===== config.mk =====
export PLATFORM = sky130hd
export DESIGN_NAME = feature_map_writer
export DESIGN_NICKNAME = d
export VERILOG_FILES = /design/src/rtl/feature_map_writer.sv
export SDC_FILE = /design/constraint.sdc
export NUM_CORES = 1
export LEC_CHECK = 0
export CAP_MARGIN = 20
export CORE_ASPECT_RATIO = 1.4
export CORE_MARGIN = 2
export CORE_UTILIZATION = 50
export CTS_BUF_LIST = sky130_fd_sc_hd__clkbuf_8
export DETAILED_ROUTE_END_ITERATION = 6
export GPL_ROUTABILITY_DRIVEN = 0
export PLACE_DENSITY = 0.73
export SKIP_LAST_GASP = 1
export SYNTH_ARGS = -nofsm -noshare
export SYNTH_HDL_FRONTEND = slang
export SYNTH_SLANG_ARGS = --single-unit

===== constraint.sdc =====
create_clock -name clk -period 4.9 [get_ports clk]
set_input_delay 0.735 -clock clk [delete_from_list [all_inputs] [get_ports clk]]
set_output_delay 0.735 -clock clk [all_outputs]
set_load 0.005 [all_outputs]

===== src/rtl/feature_map_writer.sv =====
// Write-side address generator for the feature-map RAM: optionally zero-fills a
// W x H region, then stores a raster pixel stream at base + x + ROW_STRIDE*y.
module feature_map_writer #(
    parameter int DATA_W     = 8,
    parameter int ADDR_W     = 13,
    parameter int ROW_STRIDE = 64
) (
    input  logic              clk,
    input  logic              rst,
    input  logic              start,
    input  logic              clear_en,
    input  logic [ADDR_W-1:0] base_addr,
    input  logic [6:0]        img_w,
    input  logic [6:0]        img_h,
    input  logic              in_valid,
    input  logic [DATA_W-1:0] in_data,
    output logic              in_ready,
    output logic              wr_en,
    output logic [ADDR_W-1:0] wr_addr,
    output logic [DATA_W-1:0] wr_data,
    output logic              busy,
    output logic              done
);

    localparam int SHIFT = $clog2(ROW_STRIDE);
    localparam int DIM_W = 8;
    localparam logic [DIM_W-1:0] MAX_W = DIM_W'(ROW_STRIDE);
    localparam logic [DIM_W-1:0] ONE   = DIM_W'(1);

    typedef enum logic [1:0] {
        IDLE,
        CLEAR,
        WRITE,
        DONE
    } state_t;

    state_t            state;
    logic [ADDR_W-1:0] base;
    logic [DIM_W-1:0]  w;
    logic [DIM_W-1:0]  h;
    logic [DIM_W-1:0]  x;
    logic [DIM_W-1:0]  y;

    logic [DIM_W-1:0]  x_nxt;
    logic [DIM_W-1:0]  y_nxt;
    logic              at_row_end;
    logic              at_last;
    logic [DIM_W-1:0]  w_clamped;
    logic              frame_empty;

    // NOTE: every signal driven from always_comb gets a default first, so no path leaves it holding a value (no latch).
    always_comb begin
        at_row_end  = (x == w - ONE);
        at_last     = at_row_end && (y == h - ONE);
        x_nxt       = at_row_end ? '0 : x + ONE;
        y_nxt       = at_row_end ? y + ONE : y;
        w_clamped   = (DIM_W'(img_w) > MAX_W) ? MAX_W : DIM_W'(img_w);
        frame_empty = (img_w == 7'd0) || (img_h == 7'd0);
    end

    // Row offset is a shift because ROW_STRIDE is a power of two; the sum wraps in ADDR_W bits.
    function automatic logic [ADDR_W-1:0] addr_of(input logic [DIM_W-1:0] px,
                                                 input logic [DIM_W-1:0] py);
        return base + ADDR_W'(px) + (ADDR_W'(py) << SHIFT);
    endfunction

    // NOTE: all state and outputs use non-blocking assignments so every register samples pre-edge values.
    always_ff @(posedge clk) begin
        if (rst) begin
            state    <= IDLE;
            base     <= '0;
            w        <= '0;
            h        <= '0;
            x        <= '0;
            y        <= '0;
            in_ready <= 1'b0;
            wr_en    <= 1'b0;
            wr_addr  <= '0;
            wr_data  <= '0;
            busy     <= 1'b0;
            done     <= 1'b0;
        end else begin
            // Strobes default low and are raised only on the cycles that need them.
            wr_en <= 1'b0;
            done  <= 1'b0;

            case (state)
                IDLE: begin
                    if (start) begin
                        base <= base_addr;
                        w    <= w_clamped;
                        h    <= DIM_W'(img_h);
                        x    <= '0;
                        y    <= '0;
                        busy <= 1'b1;
                        if (frame_empty) begin
                            state <= DONE;
                        end else if (clear_en) begin
                            state   <= CLEAR;
                            wr_en   <= 1'b1;
                            wr_addr <= base_addr;
                            wr_data <= '0;
                        end else begin
                            state    <= WRITE;
                            in_ready <= 1'b1;
                        end
                    end
                end

                CLEAR: begin
                    // x/y name the word being cleared in the current cycle.
                    if (at_last) begin
                        state    <= WRITE;
                        x        <= '0;
                        y        <= '0;
                        in_ready <= 1'b1;
                    end else begin
                        x       <= x_nxt;
                        y       <= y_nxt;
                        wr_en   <= 1'b1;
                        wr_addr <= addr_of(x_nxt, y_nxt);
                        wr_data <= '0;
                    end
                end

                WRITE: begin
                    if (in_valid && in_ready) begin
                        wr_en   <= 1'b1;
                        wr_addr <= addr_of(x, y);
                        wr_data <= in_data;
                        x       <= x_nxt;
                        y       <= y_nxt;
                        if (at_last) begin
                            state    <= DONE;
                            in_ready <= 1'b0;
                            done     <= 1'b1;
                        end
                    end
                end

                DONE: begin
                    // Non-empty frames arrive with done already raised; empty ones raise it here.
                    if (done) begin
                        state <= IDLE;
                        busy  <= 1'b0;
                    end else begin
                        done <= 1'b1;
                    end
                end

                default: state <= IDLE;
            endcase
        end
    end

endmodule


# Yosys cells after proc, flatten, opt, wreduce, memory -nomap -nowiden

Cells that the tools add are included.

Word-level logic and storage cells: 99
Register bits: 71
Bits of input ports: 40
Output and inout port bits: 25

Muxes and demuxes: 50
Add/sub/neg operators: 8
Magnitude comparators: 1
Reductions and logical operators: 14
Equal/unequal tests: 14

Operator list:

| kind                                                               | number |
|---|---|
| 8-bit 2-to-1 mux                                                   | 12 |
| 8-bit case mux with 3 select lines                                 | 3 |
| 13-bit 2-to-1 mux                                                  | 5 |
| 13-bit case mux with 3 select lines                                | 1 |
| 13-bit adder                                                       | 2 |
| 13-bit by 8-bit adder with 13-bit output                           | 2 |
| 2-bit inequality test, second input constant                       | 9 |
| 8-bit by 1-bit adder with 8-bit output, second input constant      | 2 |
| 8-bit equality test                                                | 2 |
| 1-bit 2-to-1 mux                                                   | 16 |
| 7-bit zero test                                                    | 2 |
| 2-bit 2-to-1 mux                                                   | 7 |
| 2-bit case mux with 4 select lines                                 | 1 |
| 7-bit by 1-bit subtractor with 8-bit output, second input constant | 1 |
| 8-bit by 1-bit subtractor with 8-bit output, second input constant | 1 |
| 7-bit greater-than comparator, second input constant               | 1 |
| 7-bit 2-to-1 mux                                                   | 1 |
| 7-bit AND reduction                                                | 1 |
| 1-bit case mux with 3 select lines                                 | 2 |
| 3-bit AND reduction                                                | 2 |
| 6-bit AND reduction                                                | 1 |
| 5-bit AND reduction                                                | 1 |
| 2-bit equality test, second input constant                         | 2 |
| 1-bit case mux with 2 select lines                                 | 2 |
| 7 further kinds                                                    | 8 |

# Logic depth before layout (Yosys ltp)

Word-level depth: 7
Gate-level depth with buffers: 20

# Worst setup path after synthesis

Ideal clock, no wire load.

Path kind: register -> register
From: reg w[0]
To: reg wr_addr[12]
Path buffers: 3
Required time: 4.788 ns
Data arrival time: 4.384 ns
Setup time: 0.112 ns
Cell stages (with the launch flop): 21
Setup slack: 0.404 ns
Cells stage by stage: dfxtp_1 inv_1 ha_1 clkbuf_1 o21ba_2 a22oi_1 o21ai_0 a211oi_2 buf_2 buf_2 xnor2_1 fa_1 inv_1 ha_1 o21ai_0 nor2_1 a2111oi_0 o31ai_1 nor2_1 mux2i_1 a2111oi_1

Word-level cells in the longest chain between the ends: 7

RTL lines:

| what                                            | RTL line | RTL |
|---|---|---|
| start, declared                                 | 39       | `logic [DIM_W-1:0] w;` |
| start signal, assigned                          | 91       | `w <= w_clamped;` |
| 8-bit by 1-bit subtractor with 8-bit output (*) | 53       | `at_row_end = (x == w - ONE);` |
| 8-bit equality test (*)                         | 53       |  |
| 8-bit 2-to-1 mux                                | 55       | `x_nxt = at_row_end ? '0 : x + ONE;` |
| 13-bit by 8-bit adder with 13-bit output        | 64       | `return base + ADDR_W'(px) + (ADDR_W'(py) << SHIFT);` |
| 13-bit adder                                    | 64       |  |
| 13-bit 2-to-1 mux                               | 112      | `if (at_last) begin` |
| 13-bit case mux with 3 select lines             | 87       | `case (state)` |
| end signal, assigned                            | 101      | `wr_addr <= base_addr;` |
| end signal, assigned                            | 121      | `wr_addr <= addr_of(x_nxt, y_nxt);` |
| end signal, assigned                            | 129      | `wr_addr <= addr_of(x, y);` |
| end, declared                                   | 19       | `output logic [ADDR_W-1:0] wr_addr,` |

Every way passes the cells marked *; elsewhere a longest branch is shown, timed or not. The select of a mux whose other input is x is not followed.
A chain may end at the register's enable or synchronous reset.

# Final worst setup path

From: reg w[0]
To: reg wr_addr[10]

The elaborated chain is that of the path after synthesis.

==> flow_summary_export.csv <==
group,metric,value,unit
sta,skew,0.0119,ns
cts,clock_insertion_delay_at_the_later_pin_of_the_skew_report,0.37,ns
drt,detail-route-antenna-nets,0,
final_layout,syn_to_final_growth,18.0,%
critical_path,end_kind,"flip-flop",
cts,clock_tree.htree_level_count,3,
sta,clock.fmax,221,MHz
place,port_buffers,64,
cts,clkTransAtPathRegs,0.08,ns
sta,setup_repair_after_global_routing_missed_its_margin,"false",
yosys,synth.net_count,762,
critical_path,r2r_setup_slack,0.38,ns
drt,drt_first_pass_iters,5,
power_and_ir_drop,clock_power_share,21.6,%
drt,drtIter0Drc,385,
critical_path,worstSetupStartpointType,"flip-flop",
floorplan,die-area,11500,um^2
critical_path,worstRegToRegCells,18,
global_routing,grt_util_all_layers,25.4,%
floorplan,std_cell_rows,44,
yosys,syn_avg_cell_area,7.97,um^2
critical_path,critical_path_peak_fanout,24,
yosys,synth_edf_count,0,
final_layout,drive_above_1_share,6.05,%
final_layout,antenna_cells,0,
sta,max_slew.worst_pin.slew,0.991,ns
yosys,synth_cell_type_count,75,
cts,cts_hold_buf,0,
cts,root_buffer,"clkbuf_8",
sta,hold_viol,0,
critical_path,timing.critical_path.arrival,4.75,ns
yosys,netlist_area,5310,um^2
global_routing,grt_start_max_net_pins,46,
floorplan,num_io_pins,65,
power_and_ir_drop,internal_pwr_total,1.49,mW
drt,via_count,5158,
yosys,synthFlopType,"dfxtp_1",
sta,fin_ws,0.377,ns
place,dpl.hpwl,10700,um
yosys,synthDominantCellAreaShare,26.4,%
power_and_ir_drop,power_frac_comb,48.1,%
power_and_ir_drop,power_per_cell_area,405,nW/um^2
place,place_inst,833,
critical_path,timing.critical_path.slowest_cell_delay,0.49,ns
floorplan,die_h,126,um
critical_path,r2r-start,"w[0]$_SDFFE_PP0P_",
cts,cts_tree,"done",
cts,post_cts.repair.setup_buffers,0,
yosys,synth_area_leaders,"dfxtp_1 (26%), ha_1 (12%), a21oi_1 (6.2%)",
critical_path,cp_data_required_time,5.12,ns
floorplan,core_area,10300,um^2
hold_path,worst_hold_startpoint,"base[12]$_SDFFE_PP0P_",
yosys,synth-seq-area-share,26.4,%
place,post-place-ws,0.119,ns
final_layout,finish.cell_count_without_fillers,849,
sta,period_needed,4.52,ns
hold_path,min_path_type,"flip-flop to flip-flop",
cts,numCtsBuffers,9,
critical_path,worstSetupPathType,"flip-flop to flip-flop",
global_routing,first_global_vias,5021,
yosys,synth_warnings,0,
yosys,asyncSetResetFlopFracSynth,0,%
drt,avgViaCountPerCell,6.08,
hold_path,hold_path_end,"base[12]$_SDFFE_PP0P_",
sta,count_of_pins_over_their_slew_limit,0,
critical_path,crit_path_cell_trace,"inv_1 > ha_2 > nand4bb_1 > a211oi_1 > o21ai_0 > a211oi_2 > buf_12 > xnor2_1 > fa_1 > inv_1 > ha_1 > o21ai_0 > nor2_1 > a2111oi_2 > nor2_1 > xor2_1 > a221oi_1 > o41ai_1",
sta,finalSetupViolCount,0,
sta,setup_total_negative_slack,0,ns
drt,drc,0,
power_and_ir_drop,switching_share,41.2,%
yosys,postSynthRegisterBits,70,
power_and_ir_drop,total_switching_power,1.05,mW
drt,route.final.wire_length,14500,um
global_routing,antenna_found_initial,0,
yosys,post_synth_inst_count,666,
global_routing,grt-ovfl-total,0,
floorplan,die-width,91.1,um
cts,clockBufferDepth,2,
flow_run,drv_cap,0,
power_and_ir_drop,cellLeakagePower,2.49,nW
sta,holdWs,0.470,ns
sta,max_slew_headroom,33.9,%
yosys,netlist.top_cell.by_area,"dfxtp_1",
drt,wl_per_cell,17.0,um
final_layout,share_of_the_core_filled_with_cells,60.5,%
critical_path,endpoint_of_the_most_critical_register_to_register_path,"wr_addr[10]$_SDFFE_PP0P_",
final_layout,design.final.nets,802,
sta,finalCritPeriodShare,92.3,%
critical_path,path_delay_family,"compound AO/OA/AOI/OAI gates",
outcome,outcome,"finished clean",
power_and_ir_drop,peakVddDrop,0.314,mV
hold_path,hold-path-cell-count,2,
global_routing,wire_length_of_the_first_global_routing_pass,23800,um
floorplan,initial_core_util,51.3,%
power_and_ir_drop,sequentialPowerShare,30.3,%
critical_path,cpMaxStageDelayCell,"fa_1",
cts,resized_gates_after_cts,0,
cts,numClockSinks,70,
critical_path,path_buf_inv,3,
-- routing by layer --
| metal | part of all wire, % | vias to the layer above | global-route usage, % |
|---|---|---|---|
| li1 | - | 2527 | - |
| met1 | 42 | 2462 | 29.5 |
| met2 | 50 | 147 | 45.1 |
| met3 | 5.3 | 22 | 5.62 |
| met4 | 2.3 | 0 | 9.71 |
| met5 | 0 | - | 0 |
-- Yosys cell counts (all sizes together) (11+ instances only) --
master,n
dfxtp,70
nand2,70
a21oi,66
ha,50
o21ai,48
nor2,42
clkbuf,35
xnor2,29
inv,22
nor3,19
nand4,14
a31oi,11
xor2,11
-- metrics by stage --
step / area [um^2] / power (mW)
after global placement: 5990 / 1.93
after detailed placement: 6020 / 1.98
after CTS: 6250 / 2.54
final: 6270 / 2.54
after floorplan: 5310 / 1.55
after global routing: 6270 / 2.71
-- power by group through the flow --
stage	Sequential, mW	Clock (mW)	Combinational [mW]
4_1_cts	0.768	0.554	1.22
3_5_place_dp	0.779	0	1.20
6_report	0.769	0.548	1.22
5_1_grt	0.784	0.582	1.34
3_3_place_gp	0.777	0	1.16
2_1_floorplan	0.764	0	0.788
-- worst register-to-register path, delay by kind of cell, from the launching register on --
kind / cells / cell delay, ns
AOI/OAI and AO/OA: 7 / 1.98
DFF: 1 / 0.37
xor gates and xnor gates: 2 / 0.25
and+or+nand+nor: 3 / 0.33
adders and majority gates: 3 / 1.14
buffers and inverters: 3 / 0.34
-- layout by cell type (no fill, tap or decap), drive strengths merged, types with 5 or more instances in the layout --
| cell type | n |
|---|---|
| nand4 | 14 |
| nand2 | 70 |
| or3 | 8 |
| nor2 | 42 |
| clkbuf | 10 |
| fa | 6 |
| xor2 | 11 |
| o2111ai | 6 |
| a211o | 5 |
| ha | 50 |
| nand2b | 9 |
| a21oi | 66 |
| nor3 | 19 |
| clkdlybuf4s50 | 63 |
| nor2b | 6 |
| o211ai | 10 |
| nor4 | 7 |
| o21a | 6 |
| xnor2 | 29 |
| a31oi | 11 |
| inv | 23 |
| and3 | 8 |
| buf | 9 |
| a211oi | 7 |
| nand3b | 8 |
| mux2i | 5 |
| nor3b | 9 |
| dfxtp | 70 |
| o21ai | 48 |
| nand3 | 9 |
-- area by class of cell --
type / instances / area [um^2]
tap: 138 / 173
multi-input combinational: 531 / 3650
clock buffer: 10 / 138
inverter: 22 / 82.6
clock inverter: 6 / 93.8
sequential: 70 / 1400
timing repair buffer: 72 / 728
fill: 967 / 4080
-- cell families (layout without fill, tap and decap cells) --
logic type               after synthesis  in the layout  synth area share, %
AO/OA/AOI/OAI                        203            203                 24.7
XOR/XNOR                              40             40                 6.60
adder cells (fa/ha/maj)               56             56                 14.0
buffers and inverters                 65            110                 5.11
flip-flops                            70             70                 26.4
multiplexers                           5              5                0.943
AND/OR/NAND/NOR                      227            227                 22.2
-- state kept, by name (all words and copies together) (netlist names) --
| name | count |
|---|---|
| wr_addr | 13 |
| wr_data | 8 |
| w | 7 |
| x | 8 |
| y | 8 |
| busy | 1 |
| wr_en | 1 |
| in_ready | 1 |
| done | 1 |
| base | 13 |
| state | 2 |
| h | 7 |
-- how the worst max path moves through the flow --
stage	from	end	slack (ns)	cells past startpoint
final	w[0]$_SDFFE_PP0P_	wr_addr[10]$_SDFFE_PP0P_	0.38	18
after global routing	w[0]$_SDFFE_PP0P_	wr_addr[12]$_SDFFE_PP0P_	0.001	18
after CTS	w[0]$_SDFFE_PP0P_	wr_addr[10]$_SDFFE_PP0P_	0.01	17
after detailed placement	w[0]$_SDFFE_PP0P_	wr_addr[10]$_SDFFE_PP0P_	0.12	17
after global placement	w[0]$_SDFFE_PP0P_	wr_addr[12]$_SDFFE_PP0P_	0.35	18
after floorplan	w[0]$_SDFFE_PP0P_	wr_addr[12]$_SDFFE_PP0P_	0.40	20
Note: power is estimated with default switching activity, not from simulation.
